===== config.mk =====
export PLATFORM = sky130hd
export DESIGN_NAME = conv_feed_ctrl
export DESIGN_NICKNAME = d
export VERILOG_FILES = /design/src/rtl/conv_pkg.sv /design/src/rtl/conv_tag_pipe.sv /design/src/rtl/conv_feed_ctrl.sv
export SDC_FILE = /design/constraint.sdc
export NUM_CORES = 1
export LEC_CHECK = 0
export CELL_PAD_IN_SITES_DETAIL_PLACEMENT = 1
export CELL_PAD_IN_SITES_GLOBAL_PLACEMENT = 1
export CORE_MARGIN = 3
export CORE_UTILIZATION = 28
export CTS_BUF_LIST = sky130_fd_sc_hd__clkbuf_4 sky130_fd_sc_hd__clkbuf_8
export DETAILED_ROUTE_END_ITERATION = 6
export PLACE_DENSITY_LB_ADDON = 0.1
export SLEW_MARGIN = 20
export SYNTH_ARGS = -nofsm -noshare
export SYNTH_HDL_FRONTEND = slang
export SYNTH_SLANG_ARGS = --single-unit

===== constraint.sdc =====
create_clock -name clk -period 2.3 [get_ports clk]
set_clock_uncertainty 0.2 [all_clocks]
set_input_delay 0.46 -clock clk [delete_from_list [all_inputs] [get_ports clk]]
set_output_delay 0.46 -clock clk [all_outputs]
set_load 0.05 [all_outputs]

===== src/rtl/conv_pkg.sv =====
// Shared types and constant helpers for the convolution feeder controller.
package conv_pkg;

    localparam int COORD_W = 16;

    typedef enum logic [1:0] {
        ST_IDLE  = 2'd0,
        ST_FEED  = 2'd1,
        ST_DRAIN = 2'd2,
        ST_DONE  = 2'd3
    } state_e;

    // Sideband travelling alongside each pixel: row/col hold output-map coordinates.
    typedef struct packed {
        logic               valid;
        logic               win;
        logic [COORD_W-1:0] row;
        logic [COORD_W-1:0] col;
    } tag_t;

    // Bits needed to count 0..n-1 (at least one bit).
    function automatic int cnt_width(input int n);
        return (n <= 2) ? 1 : $clog2(n);
    endfunction

    function automatic int out_count(input int w, input int h, input int k, input int s);
        return ((h - k) / s + 1) * ((w - k) / s + 1);
    endfunction

endpackage


===== src/rtl/conv_tag_pipe.sv =====
// Shift register of pixel tags with a common advance enable and synchronous clear.
module conv_tag_pipe
    import conv_pkg::*;
#(
    parameter int DEPTH      = 2,
    parameter bit KEEP_COORD = 1'b1
) (
    input  logic             clk,
    input  logic             rst,
    input  logic             clr_i,
    input  logic             adv_i,
    input  tag_t             tag_i,
    output logic [DEPTH-1:0] valid_o,
    output tag_t             tag_o
);

    genvar gi;
    generate
        for (gi = 0; gi < DEPTH; gi++) begin : g_stage
            tag_t src;
            tag_t stage_q;

            if (gi == 0) begin : g_head
                assign src = tag_i;
            end else begin : g_link
                assign src = g_stage[gi-1].stage_q;
            end

            always_ff @(posedge clk) begin
                if (rst || clr_i) begin
                    stage_q <= '0;
                end else if (adv_i) begin
                    stage_q <= src;
                    // Without coordinate output the last stage keeps only valid/win.
                    if (gi == DEPTH - 1 && !KEEP_COORD) begin
                        stage_q.row <= '0;
                        stage_q.col <= '0;
                    end
                end
            end

            assign valid_o[gi] = stage_q.valid;
        end
    endgenerate

    assign tag_o = g_stage[DEPTH-1].stage_q;

endmodule


===== src/rtl/conv_feed_ctrl.sv =====
// Raster feeder for the line-buffer convolutor with window tagging and output backpressure.
// Define CONV_FEED_COORD_EN to expose out_row_o/out_col_o output-map coordinates.
module conv_feed_ctrl
    import conv_pkg::*;
#(
    parameter int IMG_W        = 100,
    parameter int IMG_H        = 100,
    parameter int DATA_WIDTH   = 16,
    parameter int K_SIZE       = 3,
    parameter int STRIDE       = 1,
    parameter int ADDR_WIDTH   = 14,
    parameter int RD_LATENCY   = 1,
    parameter int CONV_LATENCY = 1
) (
    input  logic                  clk,
    input  logic                  rst,
    input  logic                  start_i,
    output logic                  busy_o,
    output logic                  done_o,
    output logic                  mem_en_o,
    output logic [ADDR_WIDTH-1:0] mem_addr_o,
    input  logic [DATA_WIDTH-1:0] mem_data_i,
    output logic                  conv_en_o,
    output logic [DATA_WIDTH-1:0] conv_data_o,
    input  logic [DATA_WIDTH-1:0] conv_result_i,
    output logic [DATA_WIDTH-1:0] out_data_o,
    output logic                  out_valid_o,
`ifdef CONV_FEED_COORD_EN
    output logic [15:0]           out_row_o,
    output logic [15:0]           out_col_o,
`endif
    input  logic                  out_ready_i
);

    localparam int NPIX  = IMG_W * IMG_H;
    localparam int DEPTH = RD_LATENCY + CONV_LATENCY;
    localparam int CW    = cnt_width((IMG_W > IMG_H) ? IMG_W : IMG_H);
    localparam int PW    = cnt_width(STRIDE);

    localparam logic [ADDR_WIDTH-1:0] LAST_ADDR = ADDR_WIDTH'(NPIX - 1);
    localparam logic [CW-1:0]         COL_LAST  = CW'(IMG_W - 1);
    localparam logic [CW-1:0]         ROW_LAST  = CW'(IMG_H - 1);
    localparam logic [CW-1:0]         WIN_FIRST = CW'(K_SIZE - 1);
    localparam logic [PW-1:0]         PH_LAST   = PW'(STRIDE - 1);

`ifdef CONV_FEED_COORD_EN
    localparam bit KEEP_COORD = 1'b1;
`else
    localparam bit KEEP_COORD = 1'b0;
`endif

    state_e state_q;
    logic   busy_q;
    logic   done_q;

    logic [ADDR_WIDTH-1:0] addr_q, addr_d;
    logic [CW-1:0]         col_q, col_d;
    logic [CW-1:0]         row_q, row_d;
    logic [PW-1:0]         cph_q, cph_d;
    logic [PW-1:0]         rph_q, rph_d;
    logic [COORD_W-1:0]    ocol_q, ocol_d;
    logic [COORD_W-1:0]    orow_q, orow_d;

    logic             adv;
    logic             issue;
    logic             accept;
    logic             win;
    tag_t             tag_in;
    tag_t             tail;
    logic [DEPTH-1:0] pipe_valid;

    // A pending beat that the consumer refuses freezes the whole block.
    assign adv    = !(out_valid_o && !out_ready_i);
    assign issue  = (state_q == ST_FEED) && adv;
    assign accept = (state_q == ST_IDLE) && start_i;

    // Phase counters are zero exactly on stride-aligned window positions.
    assign win = (row_q >= WIN_FIRST) && (col_q >= WIN_FIRST) &&
                 (rph_q == '0) && (cph_q == '0);

    always_comb begin
        tag_in       = '0;
        tag_in.valid = issue;
        tag_in.win   = win;
        tag_in.row   = orow_q;
        tag_in.col   = ocol_q;
    end

    always_comb begin
        addr_d = addr_q;
        col_d  = col_q;
        row_d  = row_q;
        cph_d  = cph_q;
        rph_d  = rph_q;
        ocol_d = ocol_q;
        orow_d = orow_q;
        if (accept) begin
            addr_d = '0;
            col_d  = '0;
            row_d  = '0;
            cph_d  = '0;
            rph_d  = '0;
            ocol_d = '0;
            orow_d = '0;
        end else if (issue) begin
            addr_d = (addr_q == LAST_ADDR) ? '0 : addr_q + ADDR_WIDTH'(1);
            if (col_q == COL_LAST) begin
                col_d  = '0;
                cph_d  = '0;
                ocol_d = '0;
                if (row_q == ROW_LAST) begin
                    row_d  = '0;
                    rph_d  = '0;
                    orow_d = '0;
                end else begin
                    row_d = row_q + CW'(1);
                    if (row_q >= WIN_FIRST) begin
                        if (rph_q == PH_LAST) begin
                            rph_d  = '0;
                            orow_d = orow_q + 16'd1;
                        end else begin
                            rph_d = rph_q + PW'(1);
                        end
                    end
                end
            end else begin
                col_d = col_q + CW'(1);
                if (col_q >= WIN_FIRST) begin
                    if (cph_q == PH_LAST) begin
                        cph_d  = '0;
                        ocol_d = ocol_q + 16'd1;
                    end else begin
                        cph_d = cph_q + PW'(1);
                    end
                end
            end
        end
    end

    always_ff @(posedge clk) begin
        if (rst) begin
            addr_q <= '0;
            col_q  <= '0;
            row_q  <= '0;
            cph_q  <= '0;
            rph_q  <= '0;
            ocol_q <= '0;
            orow_q <= '0;
        end else begin
            addr_q <= addr_d;
            col_q  <= col_d;
            row_q  <= row_d;
            cph_q  <= cph_d;
            rph_q  <= rph_d;
            ocol_q <= ocol_d;
            orow_q <= orow_d;
        end
    end

    always_ff @(posedge clk) begin
        if (rst) begin
            state_q <= ST_IDLE;
            busy_q  <= 1'b0;
            done_q  <= 1'b0;
        end else begin
            done_q <= 1'b0;
            case (state_q)
                ST_IDLE: begin
                    if (start_i) begin
                        state_q <= ST_FEED;
                        busy_q  <= 1'b1;
                    end
                end
                ST_FEED: begin
                    if (adv && addr_q == LAST_ADDR) begin
                        state_q <= ST_DRAIN;
                    end
                end
                ST_DRAIN: begin
                    if (pipe_valid == '0) begin
                        state_q <= ST_DONE;
                        busy_q  <= 1'b0;
                        done_q  <= 1'b1;
                    end
                end
                ST_DONE: begin
                    state_q <= ST_IDLE;
                end
                default: begin
                    state_q <= ST_IDLE;
                    busy_q  <= 1'b0;
                end
            endcase
        end
    end

    conv_tag_pipe #(
        .DEPTH      (DEPTH),
        .KEEP_COORD (KEEP_COORD)
    ) u_tag_pipe (
        .clk     (clk),
        .rst     (rst),
        .clr_i   (accept),
        .adv_i   (adv),
        .tag_i   (tag_in),
        .valid_o (pipe_valid),
        .tag_o   (tail)
    );

    assign busy_o      = busy_q;
    assign done_o      = done_q;
    assign mem_en_o    = issue;
    assign mem_addr_o  = addr_q;
    assign conv_data_o = mem_data_i;
    assign conv_en_o   = pipe_valid[RD_LATENCY-1] && adv;
    assign out_data_o  = conv_result_i;
    assign out_valid_o = tail.valid && tail.win;

`ifdef CONV_FEED_COORD_EN
    assign out_row_o = tail.row;
    assign out_col_o = tail.col;
`else
    logic unused_coord;
    assign unused_coord = ^{tail.row, tail.col};
`endif

endmodule

# Word level (Yosys, flattened, before mapping)
# Cells that the tools add are included.
# classes
add_sub_neg	5
n_mul	0
div_mod_pow	0
n_lt_le_gt_ge	2
n_eq_ne	9
n_shift	0
n_mux	17
bitwise_logic	3
n_reduce_logical	24
# op_table
cell	n
$add A14 B1 Y14 const B	1
$add A7 B1 Y7 const B	2
$eq A14 B14 Y1 const B	1
$eq A7 B7 Y1 const B	2
$ge A7 B2 Y1 const B	2
$mux W14	1
$mux W7	2
$logic_and A1 B1 Y1	9
$mux W1	9
$reduce_and A3 Y1	3
$pmux W2 S4	1
$mux W2	3
$reduce_bool A2 Y1	3
$eq A2 B2 Y1 const B	2
$logic_not A2 Y1	2
$ne A2 B2 Y1 const B	2
$reduce_and A2 Y1	2
$reduce_or A2 Y1	2
$not A1 Y1	3
$add A1 B1 Y1 const B	2
$eq A2 B1 Y1 const B	1
$logic_not A1 Y1	2
$ne A2 B1 Y1 const B	1
$pmux W1 S2	1
$logic_or A1 B1 Y1	1
# totals
register_bits	38
latchBits	0
mem_bits_rw	0
romBits	0
inputBits	36
word_cells	72
mem_count	0

# Longest topological paths before layout
# depth
word_depth	6
mapped_depth	7
mapped_depth_nobuf	7

# Cells and area by module
# A second synthesis with hierarchy kept.
# unflattened
cells_unflattened	487
hier_area_um2	4135.2
# modules_own_cells
mod	n_inst	cells_each	area_each_um2	seq_area_each_um2
conv_feed_ctrl	1	439	3731.1	1281.2
conv_tag_pipe	1	48	404.1	80.1

# Least setup slack after synthesis
# No wires, ideal clock.
# synth_path
kind	flip-flop to flip-flop
from	register addr_q[0] (netlist: mem_addr_o[0])
to	register addr_q[10] (netlist: mem_addr_o[10])
setup_time_ns	0.128
arrival_time_ns	1.890
required_ns	1.972
slack_ns	0.082
stages_incl_launch_ff	7
synth_period_minus_slack_ns	2.218
cell_sequence	dfxtp_1 ha_1 and2_1 nand4_1 o21ai_0 clkbuf_1 nor2_1
# synth_via
elab_chain_cells	2
word_cells_on_any_way	3
# synth_rtl
element	line	source
start, declared	conv_feed_ctrl.sv:56	logic [ADDR_WIDTH-1:0] addr_q, addr_d;
start signal, assigned	conv_feed_ctrl.sv:150	addr_q <= addr_d;
$add A14 B1 Y14 or $eq A14 B14 Y1 (tied branches)	conv_feed_ctrl.sv:106	addr_d = (addr_q == LAST_ADDR) ? '0 : addr_q + ADDR_WIDTH'(1);
$mux W14 *	conv_feed_ctrl.sv:106	
# Every way passes the cells marked *; elsewhere a longest branch is shown, timed or not.
# A chain may end at the register's enable or synchronous reset.

# Final worst setup path
# layout_path
from	input port out_ready_i
to	output port conv_en_o
# layout_via
elab_chain_cells	4
# layout_rtl
element	line	source
start, declared	conv_feed_ctrl.sv:32	input logic out_ready_i
$logic_not A1 Y1	conv_feed_ctrl.sv:73	assign adv = !(out_valid_o && !out_ready_i);
$logic_and A1 B1 Y1	conv_feed_ctrl.sv:73	
$logic_not A1 Y1	conv_feed_ctrl.sv:73	
$logic_and A1 B1 Y1	conv_feed_ctrl.sv:215	assign conv_en_o = pipe_valid[RD_LATENCY-1] && adv;
end, declared	conv_feed_ctrl.sv:23	output logic conv_en_o,
# No other way between the ends.

==> metrics.txt <==
die area 8050 um2; largest net degree at the start of global routing 15; pwr dens 830 nW/um2; nets 284; Netlist cell types 40; initial antenna violation count 0; non-filler cells, final 333; worst min-delay path class flop to flop; die height 89.7 um; fin. max-slew vios 0; TritonCTS clock tree done; Ys Warns 0; Starting DRT DRC Count 46; global route overflow 0; maximum vdd drop 0.243 mV; Worst-Skew Late Latency 0.29 ns; Worst setup SP type input port; Hold Vio Cnt, Final 0; DP HPWL 3250 um; core region area 6570 um2; Synth top cells by count dfxtp_1 (36), buf_4 (32), nor2_1 (32), nand2_1 (18), xor2_1 (13); crit end category output pin; fin crit period 2.23 ns; Core Rows 29; Initial Util 0.299; CP cell instances clkdlybuf4s50_1 -> nand3b_1 -> buf_4 -> and2_1 -> buf_12; cts bufs inserted 5; reg2reg setup slack 0.23 ns; layout cell share with drive strength beyond 1 0.150; Final Hold Slack 0.274 ns; DRC viols 0; GRT Total Usage 0.111; Area Overhead vs Synth 15.7%; Final GP Congestion 0.698; first-pass GRT wire length 7380 um; CP max FO 3; overall via count from detail_route 1539; syn avg cell area 8.57 um2; H-tree depth 2; Gate Count Post-Synth 229; Max Root-Sink Buffers 2; sequential share of the synthesized area 0.367; DR WL/cell 13.0 um; vias per cell 4.62; critical setup path kind input port to output pin; Post-synth EDFFs 0; ANT nets after route 0; total wire length 4330 um; area leader, netlist dfxtp_1; Placed Instances 326; syn nets 273; Post-CTS Hold Buffers 0; asr flop ratio synth 0; Fmax 449 MHz; top-count cell post-synth dfxtp_1; Slew headroom 0.664; unrepaired setup endpoints after global routing no; CTS clk-pin slew, worst paths 0.07 ns; Yosys top cell area share 0.367; worst slew pin tran 0.502 ns; outcome complete, no violations; CP max stage cell clkdlybuf4s50_1; Crit path largest cell delay 0.41 ns; CP required 1.64 ns; mapped cell area 1960 um2; synth top area cells dfxtp_1 (37%), buf_4 (12%), nor2_1 (6.1%); Die Span X 89.7 um; vias in the first global route 1573; I/O Buffers 22; Final period util 0.968; I/O pins 87; final setup fails 0; clock root buffer clkbuf_8; router iterations before antenna repair 4; Synth Flop Type dfxtp_1; Pleak 0.864 nW; Max Cap Viol 0; layout filler cell count 770; post-synthesis register bit count 36; antenna cells 0; crit path DAT 1.57 ns; clock sink total 36
critical path: cells and delay by family:
kind | cells | cell delay [ns]
buf+inv | 3 | 0.73
simple gates | 2 | 0.38
state kept, by name (all words and copies together), names as in the netlist, 2 cells and up:
name,flops
u_tag_pipe.tag_o,2
mem_addr_o,14
row_q,7
col_q,7
state_q,2
worst paths after layout:
path | startpoint | endpoint | cells past startpoint
max | out_ready_i | conv_en_o | 5
min | u_tag_pipe.g_stage[0].stage_q[32] | u_tag_pipe.tag_o[32] | 2
max reg2reg | col_q[6] | row_q[5] | 5
min reg2reg | u_tag_pipe.g_stage[0].stage_q[32] | u_tag_pipe.tag_o[32] | 2
placed cells by master, fill, tap and decap left out, drive strengths merged, types with 3 or more instances in the layout:
cell and count:
clkdlybuf4s50 16, dfxtp 36, and2 3, xnor2 7, or3 3, nand4 8
inv 5, xor2 13, a21oi 9, ha 8, buf 21, nand2 18
nand3 11, clkbuf 6, o21ai 5, or4 4, nand2b 3, nor4 5
nor3 5, nor2 32
where the power goes:
group / internal (mW) / switching [mW]
sequential: 0.677 / 0.0462
combinational: 0.317 / 0.408
clock: 0.218 / 0.220
through the flow:
step	power, mW	instance area [um2]	setup TNS (ns)	worst slack (ns)	util
final	1.88	2270	0	0.0744	0.346
after global routing	2.03	2270	0	0.0111	0.346
after CTS	1.93	2260	0	0.0351	0.344
after detailed placement	1.47	2180	-0.463	-0.109	0.332
after global placement	1.48	2180	-0.278	-0.0733	0.332
after floorplan	1.32	1960	0	0.0821	-
final cells by class:
type / instances / area, um2 / area share
timing repair buffer: 39 / 368 / 0.162
clock buffer: 6 / 76.3 / 0.0336
inverter: 5 / 18.8 / 0.00827
clock inverter: 1 / 5.00 / 0.00221
tap: 93 / 116 / 0.0513
sequential: 36 / 721 / 0.318
multi-input combinational: 153 / 965 / 0.425
repair_timing:
action | in CTS | in global routing
gates resized for setup | 0 | 3
endpoints found under the hold margin | 0 | 0
endpoints found under the setup margin | 0 | 3
setup buffers | 0 | 0
layer usage:
| layer | wire, um | share of wire | vias up | GRT usage |
|---|---|---|---|---|
| met5 | 0 | 0 | - | 0 |
| met4 | 72 | 0.017 | 0 | 0.0498 |
| met3 | 171 | 0.039 | 8 | 0.0259 |
| met2 | 1990 | 0.46 | 19 | 0.189 |
| met1 | 2090 | 0.48 | 739 | 0.133 |
| li1 | - | - | 773 | - |
kinds of logic (layout without fill, tap and decap cells):
group / after synthesis / after routing / share of synthesized area
adders and majority gates: 8 / 8 / 0.0510
AOI/OAI and AO/OA: 20 / 20 / 0.0587
buffers and inverters: 40 / 51 / 0.142
muxes: 2 / 2 / 0.0102
DFF: 36 / 36 / 0.367
and+or+nand+nor: 103 / 103 / 0.281
xor gates and xnor gates: 20 / 20 / 0.0893
(Power assumes the default switching activity.)
